$ cat src/rtl/run_length_packer.sv
// Packs a valid-qualified sample stream into (value, run length) tokens.
// Closed runs are buffered in a small token FIFO with a valid/ready output.
module run_length_packer #(
  parameter int DATA_W     = 3,
  parameter int LEN_W      = 4,
  parameter int FIFO_DEPTH = 4
) (
  input  logic                          clk,
  input  logic                          rst,
  input  logic                          in_valid,
  input  logic [DATA_W-1:0]             in_data,
  output logic                          in_ready,
  input  logic                          flush,
  output logic                          out_valid,
  output logic [DATA_W-1:0]             out_value,
  output logic [LEN_W-1:0]              out_len,
  input  logic                          out_ready,
  output logic [$clog2(FIFO_DEPTH):0]   fifo_count
);

  localparam int AW = $clog2(FIFO_DEPTH);
  localparam logic [LEN_W-1:0] MAX_LEN = '1;

  logic              have_run_q, have_run_d;
  logic [DATA_W-1:0] cur_val_q, cur_val_d;
  logic [LEN_W-1:0]  cur_len_q, cur_len_d;
  logic [AW-1:0]     wr_ptr_q, wr_ptr_d;
  logic [AW-1:0]     rd_ptr_q, rd_ptr_d;
  logic [AW:0]       count_q, count_d;
  logic [DATA_W-1:0] val_mem_q [FIFO_DEPTH];
  logic [LEN_W-1:0]  len_mem_q [FIFO_DEPTH];

  logic              fifo_full;
  logic              accept;
  logic              pop;
  logic              push;
  logic [DATA_W-1:0] push_val;
  logic [LEN_W-1:0]  push_len;

  assign fifo_full  = (count_q == (AW+1)'(FIFO_DEPTH));
  assign in_ready   = ~rst & ~flush & ~fifo_full;
  assign accept     = in_valid & in_ready;
  assign out_valid  = (count_q != '0);
  assign pop        = out_valid & out_ready;
  assign out_value  = val_mem_q[rd_ptr_q];
  assign out_len    = len_mem_q[rd_ptr_q];
  assign fifo_count = count_q;

  always_comb begin
    have_run_d = have_run_q;
    cur_val_d  = cur_val_q;
    cur_len_d  = cur_len_q;
    push       = 1'b0;
    push_val   = cur_val_q;
    push_len   = cur_len_q;
    if (accept) begin
      if (!have_run_q) begin
        have_run_d = 1'b1;
        cur_val_d  = in_data;
        cur_len_d  = LEN_W'(1);
      end else if (in_data == cur_val_q && cur_len_q != MAX_LEN) begin
        cur_len_d = cur_len_q + LEN_W'(1);
      end else begin
        push      = 1'b1;
        cur_val_d = in_data;
        cur_len_d = LEN_W'(1);
      end
    end else if (flush && have_run_q && !fifo_full) begin
      // A flush that meets a full FIFO simply retries next cycle.
      push       = 1'b1;
      have_run_d = 1'b0;
    end
  end

  always_comb begin
    wr_ptr_d = push ? wr_ptr_q + AW'(1) : wr_ptr_q;
    rd_ptr_d = pop  ? rd_ptr_q + AW'(1) : rd_ptr_q;
    count_d  = count_q;
    case ({push, pop})
      2'b10:   count_d = count_q + (AW+1)'(1);
      2'b01:   count_d = count_q - (AW+1)'(1);
      default: count_d = count_q;
    endcase
  end

  always_ff @(posedge clk or posedge rst) begin
    if (rst) begin
      have_run_q <= 1'b0;
      cur_val_q  <= '0;
      cur_len_q  <= '0;
      wr_ptr_q   <= '0;
      rd_ptr_q   <= '0;
      count_q    <= '0;
      for (int i = 0; i < FIFO_DEPTH; i++) begin
        val_mem_q[i] <= '0;
        len_mem_q[i] <= '0;
      end
    end else begin
      have_run_q <= have_run_d;
      cur_val_q  <= cur_val_d;
      cur_len_q  <= cur_len_d;
      wr_ptr_q   <= wr_ptr_d;
      rd_ptr_q   <= rd_ptr_d;
      count_q    <= count_d;
      if (push) begin
        val_mem_q[wr_ptr_q] <= push_val;
        len_mem_q[wr_ptr_q] <= push_len;
      end
    end
  end

endmodule

$ cat config.mk
export PLATFORM = sky130hd
export DESIGN_NAME = run_length_packer
export DESIGN_NICKNAME = d
export VERILOG_FILES = /design/src/rtl/run_length_packer.sv
export SDC_FILE = /design/constraint.sdc
export NUM_CORES = 1
export LEC_CHECK = 0
export ABC_AREA = 1
export BUFFER_PORTS_ARGS = -buffer_cell sky130_fd_sc_hd__buf_2
export CORE_MARGIN = 1
export CORE_UTILIZATION = 35
export DETAILED_ROUTE_END_ITERATION = 10
export SYNTH_ARGS = -nofsm -noshare
export SYNTH_HDL_FRONTEND = slang
export SYNTH_SLANG_ARGS = --single-unit
$ cat constraint.sdc
create_clock -name clk -period 3.2 [get_ports clk]
set_input_delay 0.32 -clock clk [delete_from_list [all_inputs] [get_ports clk]]
set_output_delay 0.32 -clock clk [all_outputs]
set_load 0.03 [all_outputs]
# Word-level counts from Yosys, hierarchy flattened
# Index checks and enable logic that the tools add are counted.
[classes]
n_lt_le_gt_ge = 3
addsub = 5
n_bitwise = 9
n_eq_ne = 6
mux = 23
n_reduce_logical = 9
[op_table]
columns = ["op", "n"]
rows = [
  ["$mux 4", 5],
  ["$bwmux 16", 1],
  ["$mux 3", 5],
  ["$bwmux 12", 1],
  ["$bmux 4 s2", 1],
  ["$demux 4 s2", 1],
  ["$bmux 3 s2", 1],
  ["$demux 3 s2", 1],
  ["$ge 3x3->1 const B", 2],
  ["$mux 1", 6],
  ["$not 2->3", 2],
  ["$pmux 3 s2", 1],
  ["$add 2x1->2 const B", 2],
  ["$add 4x1->4 const B", 1],
  ["$and 1x1->1", 4],
  ["$logic_and 1x1->1", 4],
  ["$ne 4x4->1 const B", 1],
  ["$reduce_bool 2->1", 2],
  ["$add 3x1->3 const B", 1],
  ["$eq 3x3->1", 1],
  ["$eq 3x3->1 const B", 1],
  ["$lt 3x1->1 const B", 1],
  ["$not 1->1", 3],
  ["$reduce_bool 3->1", 1],
  ["6 further kinds", 6],
]
[totals]
ff_bits = 43
output_inout_bits = 12
in_bits = 8
elab_cells = 69

# Depth between registers and ports, before layout
[depth]
word_depth = 7
depth_mapped = 14
depth_no_buf = 14

# Least setup slack after synthesis
# No wires, ideal clock.
[synth_timing]
path_kind = "flip-flop to flip-flop"
startpoint = "register count_q[0], in the netlist fifo_count[0]"
endpoint = "register count_q[2], in the netlist fifo_count[2]"
slack_ns = 0.962
stages_incl_launch_ff = 14
arrival_time_ns = 2.107
n_path_buf = 0
period_less_slack_ns = 2.238
path_cell_list = "dfrtp_1 nor2_2 nand2_2 nand3_4 nor2_4 nand2_4 nand2_8 inv_1 ha_1 inv_1 fa_1 a21oi_1 o21ai_0 xor2_1"
[synth_via]
elab_chain_len = 7
[synth_rtl]
columns = ["element", "line_no", "rtl"]
rows = [
  ["start: declaration", "29", "logic [AW:0] count_q, count_d;"],
  ["start signal: assignment", "104", "count_q <= count_d;"],
  ["$eq 3x3->1", "40", "assign fifo_full = (count_q == (AW+1)'(FIFO_DEPTH));"],
  ["$not 1->1 / $logic_not 1->1 (equally long branches)", "41, 68", ""],
  ["$and 1x1->1 / $logic_and 1x1->1 (equally long branches)", "41, 68", ""],
  ["$and 1x1->1 / $mux 1 (equally long branches)", "42, 68", ""],
  ["$mux 1", "56", "if (accept) begin"],
  ["$eq 2x1->1 / $eq 2x2->1 (equally long branches)", "79", "case ({push, pop})"],
  ["$pmux 3 s2 / $reduce_bool 2->1 (equally long branches)", "-", ""],
]
# Parallel ways exist; a longest one is shown, timed or not.
# A chain may end at the register's enable or synchronous reset.

# Worst setup path after layout
[layout_timing]
startpoint = "register cur_len_q[0]"
endpoint = "register count_q[2], in the netlist fifo_count[2]"
[layout_via]
elab_chain_len = 7
[layout_rtl]
columns = ["element", "line_no", "rtl"]
rows = [
  ["start: declaration", "26", "logic [LEN_W-1:0] cur_len_q, cur_len_d;"],
  ["start signal: assignment", "101", "cur_len_q <= cur_len_d;"],
  ["$ne 4x4->1 *", "61", "end else if (in_data == cur_val_q && cur_len_q != MAX_LEN) begin"],
  ["$logic_and 1x1->1 *", "61", ""],
  ["$mux 1 *", "61", ""],
  ["$mux 1 *", "57", "if (!have_run_q) begin"],
  ["$mux 1 *", "56", ""],
  ["$eq 2x1->1 / $eq 2x2->1 (equally long branches)", "79", ""],
  ["$pmux 3 s2 / $reduce_bool 2->1 (equally long branches)", "-", ""],
]
# Mark *: on every way between the ends. The rest lies on a longest branch, timed or not.

==> summary.txt <==
Logic synthesis
  – Ys Warns: 0
  – Synth area leaders: dfrtp_1 48%, nand2_1 14%, nand3_1 5.8%
  – Sequential fraction of the synthesis area: 0.4802
  – Main combinational cell family by area after synthesis: simple AND/OR/NAND/NOR gates
  – Yosys top cell area share: 0.4802
  – Synthesized area per cell: about 8.5 µm²
  – Count of different cell masters after synthesis: 31
  – Cell taking the most area after synthesis: dfrtp_1
  – Mapped Nets: ~280
  – Post-synthesis instance area: 2241 µm²
  – Post-synthesis adder-cell area fraction: 0.04243
  – Post-synthesis compound-gate area fraction: 0.08319
  – Synth Area in XOR/XNOR: 0.01954
  – FF+latch count, synth: 43
  – Simple-gate share of the synthesized area: 0.3099
  – Syn Inst Count: around 260
  – Post-synthesis mux area share: 0.004467

Floorplanning
  – Ports: 20
  – Die area: 6726 µm²
  – Die X-Extent: slightly above 80 µm
  – Core area: a little over 6000 µm²
  – Die Ht: a little over 80 µm
  – Starting density of the core: 0.3697
  – Row count: 28

Global routing
  – GR peak layer: met2
  – GRT Overall Usage: 0.1599
  – GR Layer Usage met2: 0.2471
  – Grt met3 use: 0.03778
  – First-pass GRT wire length: between 8 and 9 mm
  – Largest net degree at the start of global routing: between 40 and 50
  – Initial antenna violation count: 0
  – Vias in the first global route: between 1500 and 2000
  – Total global routing overflow: 0
  – Met1 usage: 0.2269

Clock network
  – TritonCTS Buffers: 5
  – Hold-fix buffer count after cts: 0
  – H-tree depth: 2
  – Max clock buf depth: 2
  – Worst-path clk slew: roughly 90 ps
  – CTS tree: built
  – Setup Buffers After CTS: 0
  – Clock Sinks: 43
  – Resize count post-CTS: 0
  – Root Buffer: clkbuf_8
  – Worst-Skew Late Latency: approximately 300 ps

Placement
  – Placed inst area: around 2400 µm²
  – Pre-CTS WS: just over 700 ps
  – DP Wirelength: 3.284 mm
  – Port bufs: 19
  – RD Place Congestion: around 0.73

STA
  – Actual slew at the worst max-slew pin: around 560 ps
  – Final period util: 0.7791
  – Rel. slew slack: 0.6293
  – Setup ws final: ~710 ps
  – Final setup TNS: 0 ps
  – Worst clock skew: roughly 2.4 ps
  – Fin. Hold Viols: 0
  – Pins Over Slew Limit: 0
  – Fin crit period: approximately 2500 ps
  – Final setup viols: 0
  – Max Clock Freq: approximately 400 MHz
  – RSZ-0062 raised after global routing: no

Routing
  – Number of antenna-violating nets in the routed design: 0
  – DRC violations left: 0
  – First DRT Iteration DRCs: around 120
  – DR vias: 1687
  – Drt via density: 4.725
  – First-pass DRT Iterations: 4
  – Total routed wirelength: 4.655 mm
  – Wire length per cell: around 13 µm

Setup path
  – Max FO, Critical Path: 36
  – Worst Path Arrival: 2680 ps
  – CP endpoint kind: register
  – CP Cell Sequence: ha_1, inv_1, nor2_1, nor2_2, nand2_4, nand2_4, nand2_8, inv_1, ha_1, inv_1, fa_1, a21oi_1, o21ai_0, xor2_1
  – Slowest stage cell, crit path: dfrtp_1
  – CP Launch Point: cur_len_q[0]$_DFFE_PP0P_
  – Slowest stage delay, CP: between 400 and 500 ps
  – Required @ worst endpoint: approximately 3400 ps
  – Crit path launch type: register
  – Largest delay share family, worst path: adder cells
  – R2R Path Start: cur_len_q[0]$_DFFE_PP0P_
  – Worst setup path category: reg2reg
  – Number of buffers and inverters on the critical path: 3
  – Crit-path most repeated cell: inv_1

Final layout
  – Antenna diodes: 0
  – Most common cell after layout, fill and taps aside: nand2_1
  – Most frequent cells in the layout: 82 x nand2_1, 43 x dfrtp_1, 26 x nand3_1, 21 x nor2_1, 19 x buf_2
  – Final Cell Area: 2466 µm²
  – Layout cells sized above 1: 0.1738
  – Layout area overhead: 10.05%
  – Filler Cells Inserted: ~630
  – Final #Nets: 296
  – Util after Layout: 0.4069

Power and ir drop
  – Static Leakage: between 1 and 1.5 nW
  – Total Power: 2.440 mW
  – P per Cell Area: between 900 and 1000 nW/µm²
  – VDD IR max: approximately 0.48 mV

Min path
  – Hold WC Path Type: in2async

Flow run
  – Max-Cap Viols: 0

Run status
  – Outcome: complete, no violations
[stage by stage]
stage	instances	hold slack, ps
finish	357	146.8
global route	357	203.9
CTS	357	173.2
detailed placement	349	454.0
global placement	349	448.7
floorplan	264	436.6
[cells by family after synthesis]
kind of cell / Yosys count
DFF: 43
buffers and inverters: 29
and+or+nand+nor: 148
AOI/OAI and AO/OA: 31
xor gates and xnor gates: 5
adders and majority gates: 7
muxes: 1
[layout make-up]
class / instances / area [µm²] / area share
clock inverter: 3 / 23.77 / 0.009640
multi-input combinational: 192 / 1030 / 0.4176
tap: 75 / 93.84 / 0.03805
inverter: 19 / 71.32 / 0.02892
timing repair buffer: 20 / 102.6 / 0.04160
clock buffer: 5 / 68.82 / 0.02790
sequential: 43 / 1076 / 0.4363
[state kept, by name (all words and copies together) (netlist names)]
name,count
len_mem_q,16
val_mem_q,12
cur_len_q,4
cur_val_q,3
fifo_count,3
rd_ptr_q,2
wr_ptr_q,2
have_run_q,1
[path summary, 6_finish.rpt]
check	to	slack [ps]	depth (start not counted)
setup / recovery	fifo_count[2]$_DFFE_PP0P_	710	14
hold / removal	have_run_q$_DFFE_PP0P_	150	3
setup reg to reg	fifo_count[2]$_DFFE_PP0P_	710	14
hold reg to reg	len_mem_q[10]$_DFFE_PP0P_	470	2
max in group asynchronous	val_mem_q[7]$_DFFE_PP0P_	2660	3
min in group clk	cur_val_q[0]$_DFFE_PP0P_	280	3
[power by group]
part           switching, mW  leakage (nW)  internal, mW
combinational          0.756         0.673         0.359
clock                  0.208        0.0408         0.156
sequential             0.212         0.555         0.748
[layer usage]
metal / up-vias / part of all wire
met5: - / 0
met4: 0 / 0.0069
met3: 5 / 0.041
met2: 31 / 0.43
met1: 774 / 0.52
li1: 877 / -
[worst register-to-register path: stages (launching register included)]
cell,delay (ps)
dfrtp_1,470
ha_1,230
inv_1,60
nor2_1,50
nor2_2,140
nand2_4,90
nand2_4,90
nand2_8,150
inv_1,130
ha_1,140
inv_1,60
fa_1,370
a21oi_1,140
o21ai_0,110
xor2_1,150
[synth_stat cells]
library cell,n
o21ai_0,16
buf_4,1
nand3_1,26
dfrtp_1,43
buf_6,3
fa_1,1
a21boi_1,1
inv_2,1
nand2_4,2
nor2_2,2
nand2_1,82
o21ai_1,3
o21ai_2,1
nor2_1,21
buf_1,4
o22ai_1,7
o21bai_4,1
a21boi_0,1
mux2i_1,1
nand3_4,1
ha_1,6
nor3_1,1
a21oi_1,1
nand3_2,4
nand2_2,6
nor2_4,2
nand2_8,1
clkbuf_1,2
inv_1,18
xor2_1,3
xnor2_1,2
Note: power is estimated with default switching activity, not from simulation.
